**src/rtl/btn_evt_pkg.sv**
```systemverilog
// Shared types and helpers for the button gesture decoder.
// Gesture states and the sizing rule for the millisecond counter.
package btn_evt_pkg;

    typedef enum logic [2:0] {
        IDLE        = 3'd0,
        PRESSED1    = 3'd1,
        WAIT_SECOND = 3'd2,
        PRESSED2    = 3'd3,
        LONG_HELD   = 3'd4
    } btn_state_t;

    // Counter must hold the largest gesture window, in ticks.
    function automatic int ms_cnt_width(input int long_ms, input int dbl_ms, input int rpt_ms);
        int m;
        m = long_ms;
        if (dbl_ms > m) begin
            m = dbl_ms;
        end else begin
            m = m;
        end
        if (rpt_ms > m) begin
            m = rpt_ms;
        end else begin
            m = m;
        end
        return $clog2(m + 1);
    endfunction

endpackage

```
**src/rtl/button_event_decoder_ms_tick.sv**
```systemverilog
// ms_tick_gen: divide-by-DIV prescaler with a synchronous clear.
// tick is registered and is high in the cycle the count sits at DIV-1.
module ms_tick_gen #(
    parameter int DIV = 50_000
) (
    input  logic clk,
    input  logic reset_n,
    input  logic clear,
    output logic tick
);

    localparam int PW = (DIV > 2) ? $clog2(DIV) : 1;
    localparam logic [PW-1:0] LAST = PW'(DIV - 1);

    logic [PW-1:0] cnt_q;
    logic [PW-1:0] cnt_d;
    logic          tick_q;

    // Next prescaler count: clear wins, otherwise wrap at DIV-1.
    always_comb begin
        if (clear) begin
            cnt_d = {PW{1'b0}};
        end else if (cnt_q == LAST) begin
            cnt_d = {PW{1'b0}};
        end else begin
            cnt_d = cnt_q + PW'(1'b1);
        end
    end

    // Count register and registered tick flag.
    always_ff @(posedge clk or negedge reset_n) begin
        if (!reset_n) begin
            cnt_q  <= {PW{1'b0}};
            tick_q <= 1'b0;
        end else begin
            cnt_q  <= cnt_d;
            tick_q <= (cnt_d == LAST);
        end
    end

    assign tick = tick_q;

endmodule

```
**src/rtl/button_event_decoder.sv**
```systemverilog
// Classifies a debounced button level into short/long/double-click pulses and a held level.
// Optional auto-repeat while long-held is enabled by defining BTN_AUTOREPEAT_EN.
module button_event_decoder
    import btn_evt_pkg::*;
#(
    parameter int CLK_HZ    = 50_000_000,
    parameter int TICK_HZ   = 1000,
    parameter int LONG_MS   = 800,
    parameter int DBL_MS    = 250,
    parameter int REPEAT_MS = 100
) (
    input  logic clk,
    input  logic reset_n,
    input  logic btn_in,
    output logic short_press,
    output logic long_press,
    output logic double_click,
    output logic repeat_pulse,
    output logic held
);

    localparam int DIV = CLK_HZ / TICK_HZ;
    localparam int CW  = ms_cnt_width(LONG_MS, DBL_MS, REPEAT_MS);
    localparam logic [CW-1:0] LONG_LAST = CW'(LONG_MS - 1);
    localparam logic [CW-1:0] DBL_LAST  = CW'(DBL_MS - 1);
    localparam logic [CW-1:0] CNT_MAX   = {CW{1'b1}};
`ifdef BTN_AUTOREPEAT_EN
    localparam logic [CW-1:0] RPT_LAST  = CW'(REPEAT_MS - 1);
`endif

    btn_state_t    state_q;
    btn_state_t    state_d;
    logic [CW-1:0] ms_cnt_q;
    logic [CW-1:0] ms_cnt_d;
    logic          btn_q;
    logic          rise_s;
    logic          fall_s;
    logic          tick_s;
    logic          clear_s;
    logic          restart_s;
    logic          short_d, long_d, dbl_d;
    logic          short_q, long_q, dbl_q, held_q;
`ifdef BTN_AUTOREPEAT_EN
    logic          rpt_d;
    logic          rpt_q;
`endif

    assign rise_s = btn_in & ~btn_q;
    assign fall_s = ~btn_in & btn_q;

    ms_tick_gen #(
        .DIV (DIV)
    ) u_tick (
        .clk     (clk),
        .reset_n (reset_n),
        .clear   (clear_s),
        .tick    (tick_s)
    );

    // Next-state and event decision; edges take priority over same-cycle timeouts.
    always_comb begin
        state_d = state_q;
        short_d = 1'b0;
        long_d  = 1'b0;
        dbl_d   = 1'b0;
`ifdef BTN_AUTOREPEAT_EN
        rpt_d   = 1'b0;
`endif
        case (state_q)
            IDLE: begin
                if (rise_s) begin
                    state_d = PRESSED1;
                end else begin
                    state_d = IDLE;
                end
            end
            PRESSED1: begin
                if (fall_s) begin
                    state_d = WAIT_SECOND;
                end else if (tick_s && (ms_cnt_q == LONG_LAST)) begin
                    state_d = LONG_HELD;
                    long_d  = 1'b1;
                end else begin
                    state_d = PRESSED1;
                end
            end
            WAIT_SECOND: begin
                if (rise_s) begin
                    state_d = PRESSED2;
                    dbl_d   = 1'b1;
                end else if (tick_s && (ms_cnt_q == DBL_LAST)) begin
                    state_d = IDLE;
                    short_d = 1'b1;
                end else begin
                    state_d = WAIT_SECOND;
                end
            end
            PRESSED2: begin
                if (fall_s) begin
                    state_d = IDLE;
                end else begin
                    state_d = PRESSED2;
                end
            end
            LONG_HELD: begin
                if (fall_s) begin
                    state_d = IDLE;
                end else begin
                    state_d = LONG_HELD;
`ifdef BTN_AUTOREPEAT_EN
                    rpt_d   = tick_s && (ms_cnt_q == RPT_LAST);
`endif
                end
            end
            default: begin
                state_d = IDLE;
            end
        endcase
    end

    assign clear_s = (state_d != state_q);
`ifdef BTN_AUTOREPEAT_EN
    assign restart_s = clear_s | rpt_d;
`else
    assign restart_s = clear_s;
`endif

    // Millisecond counter restarts on any transition so windows are exact.
    always_comb begin
        if (restart_s) begin
            ms_cnt_d = {CW{1'b0}};
        end else if (tick_s && (ms_cnt_q != CNT_MAX)) begin
            ms_cnt_d = ms_cnt_q + CW'(1'b1);
        end else begin
            ms_cnt_d = ms_cnt_q;
        end
    end

    // FSM state, counter and registered outputs; btn_q resets high to mask a held button.
    always_ff @(posedge clk or negedge reset_n) begin
        if (!reset_n) begin
            state_q  <= IDLE;
            ms_cnt_q <= {CW{1'b0}};
            btn_q    <= 1'b1;
            short_q  <= 1'b0;
            long_q   <= 1'b0;
            dbl_q    <= 1'b0;
            held_q   <= 1'b0;
`ifdef BTN_AUTOREPEAT_EN
            rpt_q    <= 1'b0;
`endif
        end else begin
            state_q  <= state_d;
            ms_cnt_q <= ms_cnt_d;
            btn_q    <= btn_in;
            short_q  <= short_d;
            long_q   <= long_d;
            dbl_q    <= dbl_d;
            held_q   <= (state_d == LONG_HELD);
`ifdef BTN_AUTOREPEAT_EN
            rpt_q    <= rpt_d;
`endif
        end
    end

    assign short_press  = short_q;
    assign long_press   = long_q;
    assign double_click = dbl_q;
    assign held         = held_q;
`ifdef BTN_AUTOREPEAT_EN
    assign repeat_pulse = rpt_q;
`else
    assign repeat_pulse = 1'b0;
`endif

endmodule

```
**config.mk**
```make
export PLATFORM = sky130hd
export DESIGN_NAME = button_event_decoder
export DESIGN_NICKNAME = d
export VERILOG_FILES = /design/src/rtl/btn_evt_pkg.sv /design/src/rtl/button_event_decoder_ms_tick.sv /design/src/rtl/button_event_decoder.sv
export SDC_FILE = /design/constraint.sdc
export NUM_CORES = 1
export LEC_CHECK = 0
export CORE_ASPECT_RATIO = 1.2
export CORE_MARGIN = 10
export CORE_UTILIZATION = 45
export CTS_CLUSTER_SIZE = 20
export DETAILED_ROUTE_END_ITERATION = 8
export GPL_TIMING_DRIVEN = 0
export PLACE_DENSITY = 0.59
export SYNTH_ARGS = -nofsm -noshare
export SYNTH_HDL_FRONTEND = slang
export SYNTH_SLANG_ARGS = --single-unit
```
**constraint.sdc**
```tcl
create_clock -name clk -period 2.9 [get_ports clk]
set_input_delay 0.58 -clock clk [delete_from_list [all_inputs] [get_ports clk]]
set_output_delay 0.58 -clock clk [all_outputs]
set_load 0.01 [all_outputs]
```
## After elaboration in Yosys (flattened, before gate mapping)

Cells that the tools add are included.

| operators by class | value |
|---|---|
| add/subtract/negate cells | 2 |
| eq/ne operators | 11 |
| multiplexer cells | 20 |
| bitwise gates (word level) | 4 |
| reductions and logical operators | 5 |

Operators by type and width:

| operator | number |
|---|---|
| $eq 16x16->1 const B | 2 |
| $mux 16 | 2 |
| $mux 10 | 2 |
| $add 16x1->16 const B | 1 |
| $pmux 3 s5 | 1 |
| $add 10x1->10 const B | 1 |
| $eq 10x10->1 const B | 1 |
| $eq 10x8->1 const B | 1 |
| $ne 10x10->1 const B | 1 |
| $mux 1 | 9 |
| $mux 3 | 3 |
| $eq 3x2->1 const B | 2 |
| $eq 3x3->1 const B | 2 |
| $mux 2 | 3 |
| $eq 3x1->1 const B | 1 |
| $logic_and 1x1->1 | 3 |
| $logic_not 3->1 | 1 |
| $ne 3x3->1 | 1 |
| $and 1x1->1 | 2 |
| $not 1->1 | 2 |
| $reduce_bool 2->1 | 1 |

| word-level totals | value |
|---|---|
| register bits | 35 |
| bits of input ports | 3 |
| word-level logic and storage cells | 51 |

## Longest topological paths before layout

Gate-level depths: netlist of run 1.

| logic depth | value |
|---|---|
| depth in word-level cells | 8 |
| depth in mapped cells | 7 |
| gate-level depth less buffers | 7 |

## By module

A second synthesis of run 1 with hierarchy kept.

| unflattened totals | value |
|---|---|
| cells, all modules | 215 |
| area, all modules | 2034.5 um^2 |

Modules (own cells, without submodules):

| module | times used | cells an instance | area an instance (um^2) | sequential area each (um^2) |
|---|---|---|---|---|
| button_event_decoder | 1 | 108 | 1046.0 | 451.7 |
| ms_tick_gen | 1 | 107 | 988.4 | 425.4 |

## Least setup slack after synthesis of run 1

OpenSTA, ideal clock, no wires.

| path | value |
|---|---|
| path kind | reg-to-reg |
| start | reg ms_cnt_q[0] |
| end | reg u_tick.cnt_q[14] |
| library setup time | 0.142 ns |
| data arrival time | 1.939 ns |
| required time | 2.758 ns |
| slack | 0.818 ns |
| cell stages (with the launch flop) | 8 |
| buffers on the path | 1 |
| cell sequence | dfrtp_1 ha_1 nand3_1 or4_4 or3_4 o211ai_4 buf_6 nor3_1 |

| between the ends | value |
|---|---|
| word-level cells in the longest chain between the ends | 7 |
| elaborated cells between the ends (all ways) | 11 |

Ends and longest elaborated chain:

| what | line | RTL |
|---|---|---|
| start, declared | button_event_decoder.sv:33 | `logic [CW-1:0] ms_cnt_q;` |
| start signal, assigned | button_event_decoder.sv:143 | `ms_cnt_q <= {CW{1'b0}};` |
| start signal, assigned | button_event_decoder.sv:154 | `ms_cnt_q <= ms_cnt_d;` |
| $eq 10x10->1 or $eq 10x8->1 (tied branches) | button_event_decoder.sv:80, button_event_decoder.sv:91 |  |
| $logic_and 1x1->1 (on tied branches) | button_event_decoder.sv:80, button_event_decoder.sv:91 |  |
| $mux 3 or $mux 2 (tied branches) | button_event_decoder.sv:80, button_event_decoder.sv:91 |  |
| $mux 3 or $mux 2 (tied branches) | button_event_decoder.sv:78, button_event_decoder.sv:88 |  |
| $pmux 3 s5 * | button_event_decoder.sv:69 | `case (state_q)` |
| $ne 3x3->1 * | button_event_decoder.sv:121 | `assign clear_s = (state_d != state_q);` |
| $mux 16 * | button_event_decoder_ms_tick.sv:21 | `if (clear) begin` |
| named net u_tick.cnt_d[14] | button_event_decoder_ms_tick.sv:16 | `logic [PW-1:0] cnt_d;` |
| end signal, assigned | button_event_decoder_ms_tick.sv:33 | `cnt_q <= {PW{1'b0}};` |
| end signal, assigned | button_event_decoder_ms_tick.sv:36 | `cnt_q <= cnt_d;` |
| end, declared | button_event_decoder_ms_tick.sv:15 | `logic [PW-1:0] cnt_q;` |

The timed path passes the listed nets; every way through them passes the cells marked *.
A chain may end at the register's enable or synchronous reset.

## Final worst setup path of run 1

Ends and elaborated chain as after synthesis.

==> summary.txt, run 1 <==
Clock skew after layout: 9.89 ps
Util after Layout: 52.7%
Number of pins with negative max-slew slack in the final report: 0
Count of synthesis-stage warnings from yosys: 0
Sink count of the clock tree: 35
Worst r2r dst: u_tick.cnt_q[14]
IO Count: 8
Maximum buffer depth of the clock tree: 2
Switching power: 0.308 mW
Fraction of the cycle the final worst path needs: 79.6%
Post-synthesis cell count: 198
Aggregate global routing overflow: 0
Area of the mapped netlist: 1900 sq um
WL per Instance: 13.9 um
Via-to-Cell Ratio: 5.46
Comb power frac: 14.8%
Top-count cell post-synth: sky130_fd_sc_hd__dfrtp_1
CTS tree: done
Data arrival at the endpoint of the critical path: 2440 ps
Fraction of final layout cells with drive strength greater than 1: 8.96%
Root Buffer Master: sky130_fd_sc_hd__clkbuf_8
R2R Path Start: ms_cnt_q[0]
Setup WS post-layout: 593 ps
Leading post-synthesis cells by instance count: 34 x sky130_fd_sc_hd__dfrtp_1, 28 x sky130_fd_sc_hd__nor2_1, 17 x sky130_fd_sc_hd__nor3_1, 16 x sky130_fd_sc_hd__nand2_1, 14 x sky130_fd_sc_hd__xor2_1
Source-to-sink clock delay at the later pin of the worst-skew pair: 280 ps
Vias post-DR: 1453
Number of gates resized after CTS: 0
Worst-case vdd ir drop: 0.000294 V
Total core area: 4000 sq um
Worst setup path class: register to register
Status: completed
Top cell type's share of synthesized area: 44.9%
Worst setup path startpoint: ms_cnt_q[0]
Layout Nets: 217
Net Count, Synth: 204
Cell count of the worst reg-to-reg path: 7
Worst slew margin relative to its limit: 48.4%
HPWL after detailed placement: 2680 um
Number of DRC violations after detailed-routing iteration 0: 67
Number of rows in the core area: 25
CP max stage cell: sky130_fd_sc_hd__or4_4
Number of DRC violations after detailed routing: 0
PortBufs: 6
Slack of the worst reg-to-reg path: 590 ps
Fraction of power spent switching nets: 28.3%
Detailed Route WL: 3710 um
Startpoint Class: register
Via count of the first global-routing pass: 1517
Pin count of the biggest net entering global routing: 36
Critical path required time: 3030 ps
Slew @ Worst Pin: 774 ps
Number of failing hold endpoints at the final stage: 0
Layout area overhead: 11.3%
Internal power: 0.779 mW
CTS HTree Levels: 2
RePlAce Congestion: 0.901
Maximum clock rate: 433 MHz
Count of final setup violators: 0
Main synth FF type: sky130_fd_sc_hd__dfrtp_1
Cts-stage hold buffer count: 0
Minimum period implied by the final worst setup slack: 2310 ps
Path type of the worst min-delay path: input pin to asynchronous set/reset pin
Share of synthesized flip-flops with an asynchronous set or reset: 100%
RSZ-0062 raised after global routing: false
Overall die height: 91.1 um
Sum Neg Setup Slack: 0 ps
Crit. End Element: register
Initial cell density of the core: 47.3%
Horiz. Die Dim: 79.2 um
Total global routing track utilization: 11.4%
Number of antenna violations at the first check in global routing: 0
Critical Path Fanout Max: 10
Clk slew on worst S/H paths: 70 ps
#FFs+latches synth: 35
Worst path cell trace: ha_1 > nand3_1 > or4_4 > or3_4 > o211ai_4 > buf_6 > nor3_1
Worst setup slack before clock tree synthesis: 372 ps
Count of antenna-violating nets left after detailed routing: 0
Last element of the critical path: u_tick.cnt_q[14]
Distinct cell type count after synthesis: 45
Part of the power in registers: 51.9%
First-pass GRT wire length: 6830 um
Clock share of power: 33.3%
Top cells by area in the synthesized netlist: sky130_fd_sc_hd__dfrtp_1 45%, sky130_fd_sc_hd__xor2_1 6.5%, sky130_fd_sc_hd__nor2_1 5.5%
Max-cap check violation count: 0
Power density over the cells: 515 nW/um^2
Share of synthesized area occupied by flip-flops and latches: 46.3%
Post-CTS Setup Inserts: 0
Number of enable-type register cells in the synthesized netlist: 0
Critical Path Max Stage Delay: 560 ps
Mean cell area of the mapped netlist: 9.57 sq um
DRT Pass-1 Iters: 5
Num CTS Buffers: 5
Overall die area: 7220 sq um
Diode insertion count for antenna repair: 0
Top cell type by total area after synthesis: sky130_fd_sc_hd__dfrtp_1
Leakage: 0.873 nW
-- per-layer routing --
| metal | global-route usage [%] | vias up | part of all wire, % |
|---|---|---|---|
| met2 | 19.8 | 29 | 51 |
| met4 | 5.69 | 0 | 2.5 |
| li1 | - | 720 | - |
| met3 | 3.16 | 11 | 4.0 |
| met1 | 12.4 | 693 | 43 |
| met5 | 0 | - | 0 |
-- through the flow --
step / hold WS (ps) / std cells / total power, mW / instance area, sq um
global route: 431 / 266 / 1.14 / 2110
finish: 371 / 266 / 1.09 / 2110
global placement: 494 / 258 / 0.722 / 2020
floorplan: 284 / 198 / 0.679 / 1900
detailed placement: 499 / 258 / 0.732 / 2020
CTS: 386 / 266 / 1.10 / 2110
-- state kept, by name (all words and copies together), names as in the netlist --
name	cells
double_click	1
short_press	1
u_tick.cnt_q	16
state_q	3
u_tick.tick	1
btn_q	1
long_press	1
ms_cnt_q	10
held	1
-- cells by family after synthesis --
logic type                 count (synthesis)  synth area share, %
AOI/OAI and AO/OA                         17                 7.26
other                                      1                0.198
xor gates and xnor gates                  23                 10.6
and+or+nand+nor                          108                 30.2
buffers and inverters                     10                 2.97
muxes                                      1                0.528
adders and majority gates                  3                 1.98
DFF                                       35                 46.3
-- worst max-delay path: cells and delay by family (launching register included) --
family / cells / cell delay (ps)
and+or+nand+nor: 4 / 1120
DFF: 1 / 450
adders and majority gates: 1 / 220
buffers and inverters: 1 / 200
AOI/OAI and AO/OA: 1 / 160
-- worst min-delay path by stage --
| stage | end | slack [ps] | cells past startpoint | from |
|---|---|---|---|---|
| floorplan | double_click | 280 | 0 | reset_n |
| global placement | short_press | 490 | 1 | state_q[0] |
| detailed placement | short_press | 500 | 1 | state_q[0] |
| CTS | ms_cnt_q[8] | 390 | 1 | reset_n |
| global route | state_q[2] | 430 | 1 | reset_n |
| finish | ms_cnt_q[8] | 370 | 1 | reset_n |
-- cell type report --
class | instances | area (sq um)
fillers | 404 | 1890
multi-input cells | 153 | 962
flip-flops and latches | 35 | 877
clock buffers | 7 | 86.3
well taps | 54 | 67.6
repair buffers | 6 | 55.1
plain buffers | 6 | 41.3
inverters | 4 | 15.0
clock inverters | 1 | 5.00
-- power groups by stage --
stage          sequential [mW]  combinational (mW)  clock (mW)
2_1_floorplan            0.562               0.117           0
6_report                 0.564               0.160       0.362
5_1_grt                  0.572               0.179       0.392
3_5_place_dp             0.570               0.161           0
4_1_cts                  0.563               0.162       0.378
3_3_place_gp             0.568               0.154           0
-- cell usage in the layout (no fill, tap or decap), types with 2 or more instances in the layout --
master	count
sky130_fd_sc_hd__clkdlybuf4s50_1	5
sky130_fd_sc_hd__clkbuf_8	6
sky130_fd_sc_hd__nor2_1	28
sky130_fd_sc_hd__xor2_1	14
sky130_fd_sc_hd__nor3_1	17
sky130_fd_sc_hd__clkbuf_1	4
sky130_fd_sc_hd__nand2_1	16
sky130_fd_sc_hd__and3_1	2
sky130_fd_sc_hd__inv_1	4
sky130_fd_sc_hd__a21oi_1	5
sky130_fd_sc_hd__nor4_1	5
sky130_fd_sc_hd__nand2b_1	4
sky130_fd_sc_hd__or3_1	3
sky130_fd_sc_hd__ha_1	3
sky130_fd_sc_hd__nand4_1	5
sky130_fd_sc_hd__dfrtp_1	34
sky130_fd_sc_hd__o21ai_0	2
sky130_fd_sc_hd__nand3_1	9
sky130_fd_sc_hd__buf_6	2
sky130_fd_sc_hd__nor3b_1	2
sky130_fd_sc_hd__nor2b_1	4
sky130_fd_sc_hd__xnor2_1	9
sky130_fd_sc_hd__or4_1	2
sky130_fd_sc_hd__nor4b_1	2
Power figures use the tool's default switching activity.
==> inputs of run 2 (changes only) <==
==> constraint.sdc (replaced) <==
create_clock -name clk -period 2.4 [get_ports clk]
set_input_delay 0.48 -clock clk [delete_from_list [all_inputs] [get_ports clk]]
set_output_delay 0.48 -clock clk [all_outputs]
set_load 0.01 [all_outputs]
==> summary.txt, run 2 (synthesis results as in run 1) <==
Total power: 1.32 mW
Count of final setup violators: 0
Part of the power in registers: 51.7%
Switching power: 0.374 mW
Number of DRC violations after detailed routing: 0
Max reg flops: 16
Uppermost signal routing layer after detailed routing: met4
RSZ-0062 raised after global routing: false
DRT Pass-1 Iters: 4
Initial cell density of the core: 47.3%
Sink count of the clock tree: 35
Worst setup path class: register to register
First-pass GRT wire length: 6830 um
Source-to-sink clock delay at the later pin of the worst-skew pair: 290 ps
Registers with the most flip-flops: u_tick.cnt_q: 16 flops, ms_cnt_q: 10 flops, state_q: 3 flops
Post-layout instance area: 2120 sq um
Maximum clock rate: 443 MHz
Total global routing track utilization: 11.4%
Commonest cells after routing, fill and taps aside: 32 x sky130_fd_sc_hd__dfrtp_1, 28 x sky130_fd_sc_hd__nor2_1, 17 x sky130_fd_sc_hd__nor3_1
Count of antenna-violating nets left after detailed routing: 0
Fraction of final layout cells with drive strength greater than 1: 10.3%
Overall die height: 91.1 um
Status: completed
Clock skew after layout: 11.4 ps
Comb power frac: 15.1%
Path type of the worst min-delay path: input pin to asynchronous set/reset pin
IO Count: 8
Routed met2 length: 1920 um
Num CTS Buffers: 5
Total core area: 4000 sq um
Met3 wire length: 151 um
Via-to-Cell Ratio: 5.53
Maximum buffer depth of the clock tree: 2
Critical Path Fanout Max: 10
PortBufs: 6
Worst slew margin relative to its limit: 48.6%
Via count of the first global-routing pass: 1517
Most common cell after layout, fill and taps aside: sky130_fd_sc_hd__dfrtp_1
Number of DRC violations after detailed-routing iteration 0: 66
Slew @ Worst Pin: 771 ps
Critical path required time: 2530 ps
Sum Neg Setup Slack: 0 ps
Root Buffer Master: sky130_fd_sc_hd__clkbuf_8
Vias post-DR: 1477
Number of antenna violations at the first check in global routing: 0
Cell count of the worst reg-to-reg path: 7
Worst-case vdd ir drop: 0.000355 V
Clk slew on worst S/H paths: 80 ps
Largest register by flop count: u_tick.cnt_q
Number of failing hold endpoints at the final stage: 0
Overall die area: 7220 sq um
Number of pins with negative max-slew slack in the final report: 0
Wire length the detailed router placed on met1: 1600 um
Worst path cell trace: ha_1 > nand3_1 > or4_4 > or3_4 > o211ai_4 > buf_6 > nor3_1
Layout Nets: 218
CTS HTree Levels: 2
Levels on crit path: 7
Number of rows in the core area: 25
Non-filler instance count after layout: 267
Cts-stage hold buffer count: 0
HPWL after detailed placement: 2680 um
Aggregate global routing overflow: 0
CTS tree: done
Pin count of the biggest net entering global routing: 36
Fraction of the cycle the final worst path needs: 94.1%
CP max stage cell: sky130_fd_sc_hd__or4_4
Layout area overhead: 11.8%
Clock share of power: 33.2%
Critical Path Max Stage Delay: 560 ps
Number of cells in the design after placement: 258
Fraction of power spent switching nets: 28.4%
Startpoint Class: register
Data arrival at the endpoint of the critical path: 2390 ps
Cell family with most CP delay: simple AND/OR/NAND/NOR gates
RePlAce Congestion: 0.901
Minimum period implied by the final worst setup slack: 2260 ps
Max-cap check violation count: 0
Internal power: 0.944 mW
Post-Place Cell Area: 2020 sq um
Diode insertion count for antenna repair: 0
Horiz. Die Dim: 79.2 um
Crit. End Element: register
WL per Instance: 14.0 um
Combined buffer and inverter count along the critical path: 1
Leakage: 0.874 nW
Detailed Route WL: 3740 um
Power density over the cells: 622 nW/um^2
[run 2: cell types whose count changed in the layout (fill, tap and decap cells not counted)]
cell	previous run	this run
sky130_fd_sc_hd__dfrtp_1	34	32
sky130_fd_sc_hd__dfrtp_2	0	2
sky130_fd_sc_hd__buf_4	1	2
[run 2: per-stage QoR]
stage | setup WS (ps) | hold slack, ps | util [%]
final | 142 | 267 | 52.9
after global routing | 13.3 | 331 | 52.9
after CTS | 77.6 | 286 | 52.7
after detailed placement | -28.1 | 499 | 50.4
after global placement | -26.2 | 494 | 50.5
after floorplan | 318 | 184 | -
[run 2: layer usage]
metal	GRT usage, %	vias up
met5	0	-
met4	5.69	0
met3	3.16	9
met2	19.8	28
met1	12.4	715
li1	-	725
[run 2: timing repair]
| item | 4_1_cts | 5_1_grt |
|---|---|---|
| gates resized for setup | 0 | 3 |
| setup endpoints to repair | 0 | 20 |
| buffers inserted | 0 | 0 |
[run 2: final timing paths]
kind | from | end | slack, ps
worst min register to register | state_q[0] | short_press | 520
worst min-delay path | reset_n | ms_cnt_q[8] | 270
worst max-delay path | ms_cnt_q[0] | u_tick.cnt_q[14] | 140
max in group asynchronous | reset_n | ms_cnt_q[0] | 1600
min in group clk | state_q[0] | short_press | 520
worst max register to register | ms_cnt_q[0] | u_tick.cnt_q[14] | 140
[run 2: power groups by stage]
stage / sequential (mW) / combinational, mW / clock [mW]
6_report: 0.681 / 0.198 / 0.438
5_1_grt: 0.691 / 0.221 / 0.474
4_1_cts: 0.680 / 0.196 / 0.457
3_5_place_dp: 0.689 / 0.195 / 0
3_3_place_gp: 0.686 / 0.186 / 0
2_1_floorplan: 0.679 / 0.141 / 0
[run 2: final cells by class]
type	count	area, sq um
Multi-Input combinational cell	153	962
Inverter	4	15.0
Fill cell	400	1880
Clock inverter	1	5.00
Clock buffer	7	86.3
Timing Repair Buffer	7	62.6
Sequential cell	35	880
Tap cell	54	67.6
Buffer	6	41.3
==> inputs of run 3 (changes only) <==
--- a/config.mk
+++ b/config.mk
@@ -8,10 +8,11 @@
 export CORE_ASPECT_RATIO = 1.2
 export CORE_MARGIN = 10
 export CORE_UTILIZATION = 45
+export CTS_CLUSTER_DIAMETER = 120
 export CTS_CLUSTER_SIZE = 20
 export DETAILED_ROUTE_END_ITERATION = 8
 export GPL_TIMING_DRIVEN = 0
-export PLACE_DENSITY = 0.59
+export PLACE_DENSITY = 0.61
 export SYNTH_ARGS = -nofsm -noshare
 export SYNTH_HDL_FRONTEND = slang
 export SYNTH_SLANG_ARGS = --single-unit
==> summary.txt, run 3 (synthesis results as in run 1) <==
Status: completed
Overall die area: 7220 sq um
Count of final setup violators: 0
Maximum buffer depth of the clock tree: 2
Setup WS post-layout: 140 ps
Slew @ Worst Pin: 750 ps
Post-layout instance area: 2100 sq um
Worst setup slack before clock tree synthesis: -33.3 ps
Wire length the detailed router placed on met1: 1750 um
Total global routing track utilization: 11.0%
Smallest hold slack: 255 ps
Post-Place Cell Area: 2020 sq um
Met3 wire length: 159 um
Number of rows in the core area: 25
Critical path required time: 2530 ps
Crit. End Element: register
Critical Path Max Stage Delay: 550 ps
Layout Nets: 217
Number of pins with negative max-slew slack in the final report: 0
CP max stage cell: sky130_fd_sc_hd__or4_4
Count of antenna-violating nets left after detailed routing: 0
Total power: 1.28 mW
Aggregate global routing overflow: 0
Layout area overhead: 11.0%
Horiz. Die Dim: 79.2 um
Data arrival at the endpoint of the critical path: 2390 ps
Via-to-Cell Ratio: 5.50
Registers with the most flip-flops: u_tick.cnt_q: 16 flops, ms_cnt_q: 10 flops, state_q: 3 flops
Worst setup path class: register to register
HPWL after detailed placement: 2610 um
Max-cap check violation count: 0
First-pass GRT wire length: 6620 um
CTS tree: done
Num CTS Buffers: 5
RePlAce Congestion: 0.852
Clk slew on worst S/H paths: 70 ps
Most common cell after layout, fill and taps aside: sky130_fd_sc_hd__dfrtp_1
Largest register by flop count: u_tick.cnt_q
Fraction of final layout cells with drive strength greater than 1: 10.4%
Fill cells: 390
Number of antenna violations at the first check in global routing: 0
RSZ-0062 raised after global routing: false
Maximum clock rate: 443 MHz
Combined buffer and inverter count along the critical path: 1
Sink count of the clock tree: 35
CTS HTree Levels: 2
Number of DRC violations after detailed routing: 0
Critical Path Fanout Max: 10
Via count of the first global-routing pass: 1476
Worst-case vdd ir drop: 0.000255 V
Pin count of the biggest net entering global routing: 36
Diode insertion count for antenna repair: 0
Fraction of the cycle the final worst path needs: 94.2%
Max reg flops: 16
Worst path cell trace: ha_1 > nand3_1 > or4_4 > or3_4 > o211ai_4 > buf_6 > nor3_1
Uppermost signal routing layer after detailed routing: met4
Vias post-DR: 1462
Source-to-sink clock delay at the later pin of the worst-skew pair: 290 ps
Startpoint Class: register
PortBufs: 6
Total core area: 4000 sq um
Root Buffer Master: sky130_fd_sc_hd__clkbuf_8
Detailed Route WL: 3670 um
Util after Layout: 52.6%
Overall die height: 91.1 um
Cell family with most CP delay: simple AND/OR/NAND/NOR gates
Clock skew after layout: 8.16 ps
Routed met2 length: 1720 um
Power density over the cells: 610 nW/um^2
IO Count: 8
Cts-stage hold buffer count: 0
Leakage: 0.869 nW
Initial cell density of the core: 47.3%
Number of DRC violations after detailed-routing iteration 0: 72
Worst slew margin relative to its limit: 50.0%
Commonest cells after routing, fill and taps aside: 32 x sky130_fd_sc_hd__dfrtp_1, 28 x sky130_fd_sc_hd__nor2_1, 17 x sky130_fd_sc_hd__nor3_1
DRT Pass-1 Iters: 4
Minimum period implied by the final worst setup slack: 2260 ps
Number of failing hold endpoints at the final stage: 0
WL per Instance: 13.8 um
Path type of the worst min-delay path: input pin to asynchronous set/reset pin
## run 3: worst reg2reg max path, delay by kind of cell (launching register included)
kind            cells  cell delay [ps]
compound gates      1              180
fa+ha+maj           1              200
buf+inv             1              200
flops               1              420
simple gates        4             1120
## run 3: report_power, final
group	switching [mW]	internal, mW
clock	0.217	0.199
sequential	0.0472	0.632
combinational	0.112	0.0782
## run 3: per-layer routing
layer	track usage, %	vias up
met1	14.1	702
met4	3.74	0
met5	0	-
met2	17.0	31
met3	3.55	6
li1	-	723
## run 3: per-stage QoR
step,TNS [ps],std cells
4_1_cts,0,266
3_3_place_gp,-67.9,258
2_1_floorplan,0,198
3_5_place_dp,-91.1,258
6_report,0,266
5_1_grt,0,266
## run 3: final cells by class
| class | instances | area (sq um) | share of cell area [%] |
|---|---|---|---|
| Clock buffer | 5 | 68.8 | 3.27 |
| Inverter | 4 | 15.0 | 0.713 |
| Clock inverter | 3 | 15.0 | 0.713 |
| Multi-Input combinational cell | 153 | 962 | 45.7 |
| Tap cell | 54 | 67.6 | 3.21 |
| Timing Repair Buffer | 6 | 55.1 | 2.62 |
| Sequential cell | 35 | 880 | 41.8 |
| Buffer | 6 | 41.3 | 1.96 |
## run 3: what timing repair did
item | CTS | global route
buffers inserted | 0 | 0
resized for setup | 0 | 2
endpoints found under the setup margin | 0 | 13
## run 3: worst paths after layout
path	from	to	slack, ps	depth (start not counted)
worst max-delay path	ms_cnt_q[0]	u_tick.cnt_q[14]	140	7
worst min-delay path	reset_n	u_tick.cnt_q[6]	250	1
worst min register to register	state_q[0]	short_press	500	1
max in group asynchronous	reset_n	ms_cnt_q[1]	1610	1
min in group clk	state_q[0]	short_press	500	1
worst max register to register	ms_cnt_q[0]	u_tick.cnt_q[14]	140	7
